--- src/rtl/blackjack_pkg.sv ---
// Shared deck constants, card record and dealer state encoding for the blackjack datapath.
package blackjack_pkg;

  localparam int DECK_SIZE  = 52;
  localparam int CARD_IDX_W = 6;

  typedef struct packed {
    logic [3:0] rank;
    logic [1:0] suit;
    logic [4:0] points;
  } card_t;

  typedef enum logic [1:0] {
    IDLE  = 2'd0,
    PROBE = 2'd1,
    DEAL  = 2'd2
  } dealer_state_t;

  // Linear probe step through the deck: 51 wraps back to 0.
  function automatic logic [CARD_IDX_W-1:0] next_card_idx(input logic [CARD_IDX_W-1:0] idx);
    return (idx == CARD_IDX_W'(DECK_SIZE - 1)) ? '0 : idx + 1'b1;
  endfunction

endpackage

--- src/rtl/card_decode.sv ---
// Combinational card index -> rank/suit/points decode, shared with the hand scoring logic.
module card_decode
  import blackjack_pkg::*;
#(
  parameter int ACE_POINTS = 11
) (
  input  logic [CARD_IDX_W-1:0] index,
  output card_t                 card
);

  always_comb begin
    card.rank = index[5:2] + 4'd1;
    card.suit = index[1:0];
    if (card.rank == 4'd1) begin
      card.points = 5'(ACE_POINTS);
    end else if (card.rank > 4'd10) begin
      card.points = 5'd10;
    end else begin
      card.points = {1'b0, card.rank};
    end
  end

endmodule

--- src/rtl/card_dealer.sv ---
// Deals unique cards from one 52-card deck by linear probing from a random start index.
// Build option CARD_DEALER_PROBE_CNT_EN adds o_probe_count (probes skipped on the last deal).
//
// state | meaning
// IDLE  | waiting for a draw request
// PROBE | testing candidate index against the dealt bitmap, one per cycle
// DEAL  | o_card_valid strobe, new card on o_card_*
module card_dealer
  import blackjack_pkg::*;
#(
  parameter int RAND_WIDTH = 16,
  parameter int ACE_POINTS = 11
) (
  input  logic                  i_clk,
  input  logic                  i_reset_n,
  input  logic [RAND_WIDTH-1:0] i_rand_value,
  input  logic                  i_draw_req,
  input  logic                  i_shuffle,
  output logic                  o_busy,
  output logic                  o_card_valid,
  output logic [CARD_IDX_W-1:0] o_card_index,
  output logic [3:0]            o_card_rank,
  output logic [1:0]            o_card_suit,
  output logic [4:0]            o_card_points,
  output logic [CARD_IDX_W-1:0] o_cards_left,
  output logic                  o_deck_empty
`ifdef CARD_DEALER_PROBE_CNT_EN
  ,
  output logic [CARD_IDX_W-1:0] o_probe_count
`endif
);

  dealer_state_t         state_q, state_d;
  logic [DECK_SIZE-1:0]  dealt_q;
  logic [CARD_IDX_W-1:0] cand_q;
  logic [CARD_IDX_W-1:0] cards_left_q;
  logic [CARD_IDX_W-1:0] card_index_q;
  card_t                 card_q;
  card_t                 cand_card;
  logic [CARD_IDX_W-1:0] rand_idx;
  logic [CARD_IDX_W-1:0] start_idx;
  logic                  deck_empty;
  logic                  draw_start;
  logic                  cand_free;
  logic                  unused_rand_hi;

  assign unused_rand_hi = ^i_rand_value[RAND_WIDTH-1:CARD_IDX_W];

  // Values 52..63 fold onto 0..11 so every raw sample maps into the deck.
  assign rand_idx   = i_rand_value[CARD_IDX_W-1:0];
  assign start_idx  = (rand_idx >= CARD_IDX_W'(DECK_SIZE)) ? rand_idx - CARD_IDX_W'(DECK_SIZE)
                                                           : rand_idx;
  assign deck_empty = (cards_left_q == '0);
  assign draw_start = (state_q == IDLE) && i_draw_req && !deck_empty && !i_shuffle;
  assign cand_free  = !dealt_q[cand_q];

  card_decode #(
    .ACE_POINTS(ACE_POINTS)
  ) u_card_decode (
    .index(cand_q),
    .card (cand_card)
  );

  always_ff @(posedge i_clk or negedge i_reset_n) begin
    if (!i_reset_n) begin
      state_q <= IDLE;
    end else begin
      state_q <= state_d;
    end
  end

  always_comb begin
    state_d = state_q;
    if (i_shuffle) begin
      state_d = IDLE;
    end else begin
      case (state_q)
        IDLE:    if (draw_start) state_d = PROBE;
        PROBE:   if (cand_free)  state_d = DEAL;
        DEAL:    state_d = IDLE;
        default: state_d = IDLE;
      endcase
    end
  end

  always_ff @(posedge i_clk or negedge i_reset_n) begin
    if (!i_reset_n) begin
      dealt_q      <= '0;
      cand_q       <= '0;
      cards_left_q <= CARD_IDX_W'(DECK_SIZE);
      card_index_q <= '0;
      card_q       <= '0;
    end else if (i_shuffle) begin
      dealt_q      <= '0;
      cards_left_q <= CARD_IDX_W'(DECK_SIZE);
    end else if (draw_start) begin
      cand_q <= start_idx;
    end else if (state_q == PROBE) begin
      if (cand_free) begin
        dealt_q[cand_q] <= 1'b1;
        cards_left_q    <= cards_left_q - 1'b1;
        card_index_q    <= cand_q;
        card_q          <= cand_card;
      end else begin
        cand_q <= next_card_idx(cand_q);
      end
    end
  end

`ifdef CARD_DEALER_PROBE_CNT_EN
  logic [CARD_IDX_W-1:0] skip_q;
  logic [CARD_IDX_W-1:0] probe_count_q;

  // Skips accumulate during the search and are published together with the strobe.
  always_ff @(posedge i_clk or negedge i_reset_n) begin
    if (!i_reset_n) begin
      skip_q        <= '0;
      probe_count_q <= '0;
    end else if (!i_shuffle) begin
      if (draw_start) begin
        skip_q <= '0;
      end else if (state_q == PROBE) begin
        if (cand_free) begin
          probe_count_q <= skip_q;
        end else begin
          skip_q <= skip_q + 1'b1;
        end
      end
    end
  end

  assign o_probe_count = probe_count_q;
`endif

  assign o_busy        = (state_q != IDLE);
  assign o_card_valid  = (state_q == DEAL);
  assign o_card_index  = card_index_q;
  assign o_card_rank   = card_q.rank;
  assign o_card_suit   = card_q.suit;
  assign o_card_points = card_q.points;
  assign o_cards_left  = cards_left_q;
  assign o_deck_empty  = deck_empty;

endmodule
--- config.mk ---
export PLATFORM = sky130hd
export DESIGN_NAME = card_dealer
export DESIGN_NICKNAME = d
export VERILOG_FILES = /design/src/rtl/blackjack_pkg.sv /design/src/rtl/card_decode.sv /design/src/rtl/card_dealer.sv
export SDC_FILE = /design/constraint.sdc
export NUM_CORES = 1
export LEC_CHECK = 0
export CORE_ASPECT_RATIO = 0.8
export CORE_MARGIN = 2
export CORE_UTILIZATION = 55
export DETAILED_ROUTE_END_ITERATION = 8
export GPL_ROUTABILITY_DRIVEN = 0
export MAX_ROUTING_LAYER = met4
export PLACE_DENSITY_LB_ADDON = 0.05
export SYNTH_ARGS = -nofsm -noshare
export SYNTH_HDL_FRONTEND = slang
export SYNTH_SLANG_ARGS = --single-unit
export TNS_END_PERCENT = 100
--- constraint.sdc ---
create_clock -name i_clk -period 4.6 [get_ports i_clk]
set_clock_uncertainty 0.15 [all_clocks]
set_input_delay 0.92 -clock i_clk [delete_from_list [all_inputs] [get_ports i_clk]]
set_output_delay 0.92 -clock i_clk [all_outputs]
set_load 0.05 [all_outputs]
======== After elaboration in Yosys (flattened, before gate mapping) ========
Cells that the tools add are included.
word-level totals
  register bits after elaboration ......... 83
  output and inout port bits .............. 26
  word-level logic and storage cells ...... 67
operators by class
  bitwise logic cells ..................... 4
  multiplexer cells ....................... 23
  equality and inequality tests ........... 8
  add/sub/neg operators ................... 4
  reduce and logical (&&, ||, !) cells .... 16
  magnitude comparators ................... 4
operator list
  cell                                                        count
  2-to-1 mux 52 bit                                           4
  2-to-1 mux 6 bit                                            9
  OR 52 bit                                                   1
  nonzero test 2 bit                                          4
  less-than comparator 6 x 7 -> 1 bit, second input constant  1
  adder 6 x 1 -> 6 bit, second input constant                 1
  binary-select mux 1 bit (select 6 bit)                      1
  demux 1 bit (select 6 bit)                                  1
  == test 6 bit, second input constant                        1
  >= comparator 6 x 1 -> 1 bit, second input constant         1
  >= comparator 6 bit, second input constant                  1
  logical NOT 6 bit                                           1
  2-to-1 mux 2 bit                                            3
  inequality test 3 bit, second input constant                2
  AND reduction 3 bit                                         2
  subtractor 6 x 1 -> 6 bit, second input constant            1
  subtractor 6 bit, second input constant                     1
  2-to-1 mux 5 bit                                            1
  adder 4 x 1 -> 4 bit, second input constant                 1
  == test 4 x 1 -> 1 bit, second input constant               1
  > comparator 4 bit, second input constant                   1
  logical AND 1 bit                                           4
  2-to-1 mux 4 bit                                            1
  inequality test 2 bit, second input constant                2
  9 further kinds                                             13

======== Logic depth before layout (Yosys ltp) ========
  depth after elaboration ................. 9
  depth in mapped cells ................... 11
  depth with buffers taken out ............ 7

======== Cells and area by module ========
Synthesis repeated with hierarchy kept, for this count alone.
second synthesis, totals
  cell total of the unflattened synthesis .. 402
  area, all modules ....................... 4,251.6 um^2
by module, submodules not included
  module       area each (um^2)  seq. area each (um^2)  cells each  times used
  card_dealer  4,070.2           2,080.7                380         1
  card_decode  181.4             0.0                    22          1

======== Worst setup path before layout ========
OpenSTA, ideal clock, no wires.
  path kind ............................... register -> register
  start ................................... reg cards_left_q[0], in the netlist o_cards_left[0]
  end ..................................... reg cand_q[3]
  stages on the path, launching flop included .. 8
  slack ................................... 1,961 ps
  buffers on the path ..................... 0
  clock period less this slack ............ 2,639 ps
  required time ........................... 4,324 ps
  arrival time ............................ 2,363 ps
  path through ............................ dfrtp_1 -> inv_1 -> ha_1 -> nand3b_1 -> inv_1 -> nor4b_1 -> a311oi_1 -> a221o_1
on the way
  cells in the longest elaborated chain, start to end .. 6
  elaborated cells on any way between the ends .. 8
  classes of those cells .................. mux: 1; reduce/logical: 7
RTL lines
  element                           line                RTL
  from (decl)                       card_dealer.sv:36   logic [CARD_IDX_W-1:0] cards_left_q;
  from (signal assigned)            card_dealer.sv:90   cards_left_q <= CARD_IDX_W'(DECK_SIZE);
  from (signal assigned)            card_dealer.sv:95   cards_left_q <= CARD_IDX_W'(DECK_SIZE);
  from (signal assigned)            card_dealer.sv:101  cards_left_q <= cards_left_q - 1'b1;
  logical NOT 6 bit *               card_dealer.sv:53   assign deck_empty = (cards_left_q == '0);
  net o_deck_empty                  card_dealer.sv:26   output logic o_deck_empty
  logical NOT 1 bit *               card_dealer.sv:54   assign draw_start = (state_q == IDLE) && i_draw_req && !deck_empty && !i_shuffle;
  logical AND 1 bit * (2 in a row)  card_dealer.sv:54
  nonzero test 2 bit (no line)      n/a
  AND reduction 3 bit (no line)     n/a
  to (signal assigned)              card_dealer.sv:97   cand_q <= start_idx;
  to (signal assigned)              card_dealer.sv:105  cand_q <= next_card_idx(cand_q);
  to (decl)                         card_dealer.sv:35   logic [CARD_IDX_W-1:0] cand_q;
Mark *: on every way through the listed nets, which the timed path passes. The rest lies on a longest branch.
A chain may end at the register's enable or synchronous reset.

======== Worst setup path in the final report ========
  start ................................... reg cand_q[0]
  end ..................................... reg cards_left_q[5], in the netlist o_cards_left[5]
on the way
  cells in the longest elaborated chain, start to end .. 4
RTL lines
  element                                 line               RTL
  binary-select mux 1 bit (select 6 bit)  card_dealer.sv:55  assign cand_free = !dealt_q[cand_q];
  2-to-1 mux 1 bit (implied by the code)  card_dealer.sv:55
  inequality test 2 bit (no line)         n/a
  AND reduction 3 bit (no line)           n/a
Every way passes these cells. The select of a mux whose other input is x is not followed.

==> summary.md <==
| Metric | Value |
|---|---|
| Outcome | `complete, no violations` |
| Final Worst Setup Slack | `0.992 ns` |
| Yosys reg bits | `80` |
| Syn Area/Cell | `10.3 um^2` |
| Synth area leaders | `dfrtp_1 (46%), a31oi_1 (7.9%), nor2_1 (5.7%), mux4_2 (4.3%), mux2_4 (2.9%)` |
| Vias in the first global route | `3,070` |
| Register area share after synthesis | `48.1%` |
| Routed length per instance | `17.7 um` |
| Die area | `8300 um^2` |
| GRT Util Overall | `25.2%` |
| Post-DP HPWL | `6220 um` |
| Slowest-stage cell, CP | `dfrtp_1` |
| # port buffers | `34` |
| Vias per std cell | `6.08` |
| Post_cts resized | `0` |
| Chip width | `101 um` |
| Crit-path cells | `mux4_2 -> mux2_2 -> nand2_1 -> nand3_1 -> nor3_2 -> buf_12 -> and4_1 -> mux2i_1` |
| Async set-reset flop share out of synthesis | `100%` |
| Drt pass-1 iters | `5` |
| Worst setup path category | `reg2reg` |
| Initial drt markers | `268` |
| Total congestion overflow | `0` |
| Fin crit share | `78.4%` |
| Worst path top cell family by delay | `multiplexers` |
| Placement Setup Slack | `1.06 ns` |
| Max cap viols | `0` |
| Root buf cell | `clkbuf_8` |
| Leakage dissipation | `2.09 nW` |
| Peak supply drop | `0.302 mV` |
| TNS Setup | `0 ns` |
| Cells after Synth | `406` |
| Largest net degree at the start of global routing | `81` |
| First-pass GRT wire length | `15,600 um` |
| Routed wire length | `9500 um` |
| Share of cells above drive strength 1 | `13.2%` |
| PwrDens | `567 nW/um^2` |
| Via count | `3,261` |
| DRC viols | `0` |
| TritonCTS clock tree | `built` |
| Crit. End Element | `register` |
| I/O Pins | `46` |
| Area share of the largest cell type after synthesis | `46.2%` |
| Detail Route Antenna Nets | `0` |
| Count of final setup violators | `0` |
| Num CTS Buffers | `9` |
| Htree depth | `3` |
| Ant diodes | `0` |
| Largest area contributor in the netlist | `dfrtp_1` |
| Startpoint class of the critical path | `register` |
| Hold Path Class | `reg2reg` |
| Syn Nets | `435` |
| R2R Setup Slk | `0.99 ns` |
| Final Max Tran Viols | `0` |
| Largest fanout on the critical path | `26` |
| Post-synth cell types | `52` |
| Die Ht | `81.9 um` |
| Mapped Area | `4170 um^2` |
| F_max | `277 MHz` |
| CP max stage delay | `1.03 ns` |
| Worst slew pin tran | `1.02 ns` |
| Worst Path Buf+Inv | `1` |
| # rows | `28` |
| Layout Area Growth over Synthesis | `13.8%` |
| CTS clk-pin slew, worst paths | `0.08 ns` |
| Synth warn | `0` |
| Starting Density | `56.4%` |
| Slew headroom | `30.8%` |
| Critical Path RT | `4.74 ns` |
| Post-CTS Setup Inserts | `0` |
| EDFF count, synth | `0` |
| Initial antenna violation count | `0` |
| CTS Hold Bufs | `0` |
| Crit path DAT | `3.75 ns` |
| Clock sink count | `80` |
| CTS max path bufs | `2` |
| Skew-Pair Late Insertion Delay | `0.35 ns` |
| Fin. Hold Viols | `0` |
| Top FF cell, synth | `dfrtp_1` |
| CORE AREA | `7390 um^2` |
| Clock period minus worst slack | `3.61 ns` |
| RSZ-0062 raised after global routing | `no` |
| Final net count | `455` |
[cell usage in the layout, fill, tap and decap left out, drive strengths merged, types with 3 or more instances in the layout]
master,instances
a211oi,3
a21oi,7
a31oi,53
and2,3
and3,8
buf,9
clkbuf,9
clkdlybuf4s50,32
clkinv,6
dfrtp,77
dfstp,3
ha,9
inv,13
mux2,15
mux2i,11
mux4,8
nand2,19
nand2b,5
nand3,13
nand4b,4
nor2,64
nor2b,8
nor3,9
nor3b,4
o2111ai,3
o211ai,3
o21ai,6
xnor2,4
[area by class of cell]
type	count	area, um^2
inverter	14	52.6
tap	105	131
multi-input combinational	280	1940
sequential	80	2010
timing repair buffer	41	398
clock buffer	9	124
clock inverter	7	96.3
fill	595	2640
[cell families (layout without fill, tap and decap cells)]
logic type | after synthesis | count (layout) | share of synthesized area [%]
DFF | 80 | 80 | 48.1
muxes | 34 | 34 | 11.7
other | 1 | 1 | 0.0899
AOI/OAI and AO/OA | 87 | 87 | 13.6
adders and majority gates | 9 | 9 | 2.70
buffers and inverters | 46 | 71 | 5.43
xor gates and xnor gates | 6 | 6 | 1.26
and+or+nand+nor | 143 | 143 | 17.2
[flip-flops by register name (all words and copies together), names as in the netlist]
signal         cells
cand_q             6
o_card_points      4
o_card_index       6
o_cards_left       6
o_card_rank        4
dealt_q           52
state_q            2
[where the power goes]
part	internal, mW	total (mW)	leakage [nW]	switching (mW)
clock network	0.306	0.566	0.113	0.260
registers	0.798	0.967	1.07	0.169
logic	0.427	1.16	0.909	0.730
total	1.53	2.69	2.09	1.16
[metal layers]
| metal | part of all wire, % | track usage [%] | routed length (um) | vias to the layer above |
|---|---|---|---|---|
| li1 | - | - | - | 1502 |
| met5 | 0 | - | 0 | - |
| met2 | 45 | 36.2 | 4290 | 117 |
| met3 | 5.9 | 6.47 | 565 | 18 |
| met4 | 1.4 | 7.03 | 131 | 0 |
| met1 | 48 | 35.7 | 4510 | 1624 |
[cells in the mapped netlist (3+ instances only)]
cell type / n
xnor2_1: 4
ha_1: 9
buf_1: 3
buf_2: 7
o211ai_1: 3
mux4_2: 8
nor2b_1: 8
mux2_4: 8
a211oi_1: 3
dfrtp_1: 77
buf_6: 4
o21ai_0: 6
nand3_1: 13
mux2i_1: 11
nor2_1: 63
mux2_2: 7
clkbuf_1: 14
o2111ai_1: 3
a21oi_1: 7
nand2b_1: 5
and3_1: 8
nand2_1: 18
nor3_1: 7
inv_1: 13
dfstp_2: 3
nand4b_1: 4
and2_1: 3
a31oi_1: 53
buf_4: 4
[metrics by stage]
stage	total power, mW	cells	area, um^2	hold WS, ns	util, %
after floorplan	1.80	406	4170	0.307	-
after global placement	2.11	520	4530	0.319	61.3
after detailed placement	2.13	520	4530	0.328	61.3
after CTS	2.70	536	4750	0.348	64.2
after global routing	2.83	536	4750	0.366	64.2
final	2.69	536	4750	0.347	64.2
[final timing paths]
path	startpoint	to	cells after the start
worst min-delay path	dealt_q[32]	dealt_q[32]	2
worst max register to register	cand_q[0]	o_cards_left[5]	8
worst max-delay path	cand_q[0]	o_cards_left[5]	8
max in group asynchronous	i_reset_n	dealt_q[49]	1
worst min register to register	dealt_q[32]	dealt_q[32]	2
min in group asynchronous	i_reset_n	o_card_points[2]	1
[worst min-delay path, stage by stage, from the launching register on]
cell and delay [ns]:
dfrtp_1 0.35, a31oi_1 0.04, nor2_1 0.07
No activity file was read; power rests on OpenSTA's default activity.
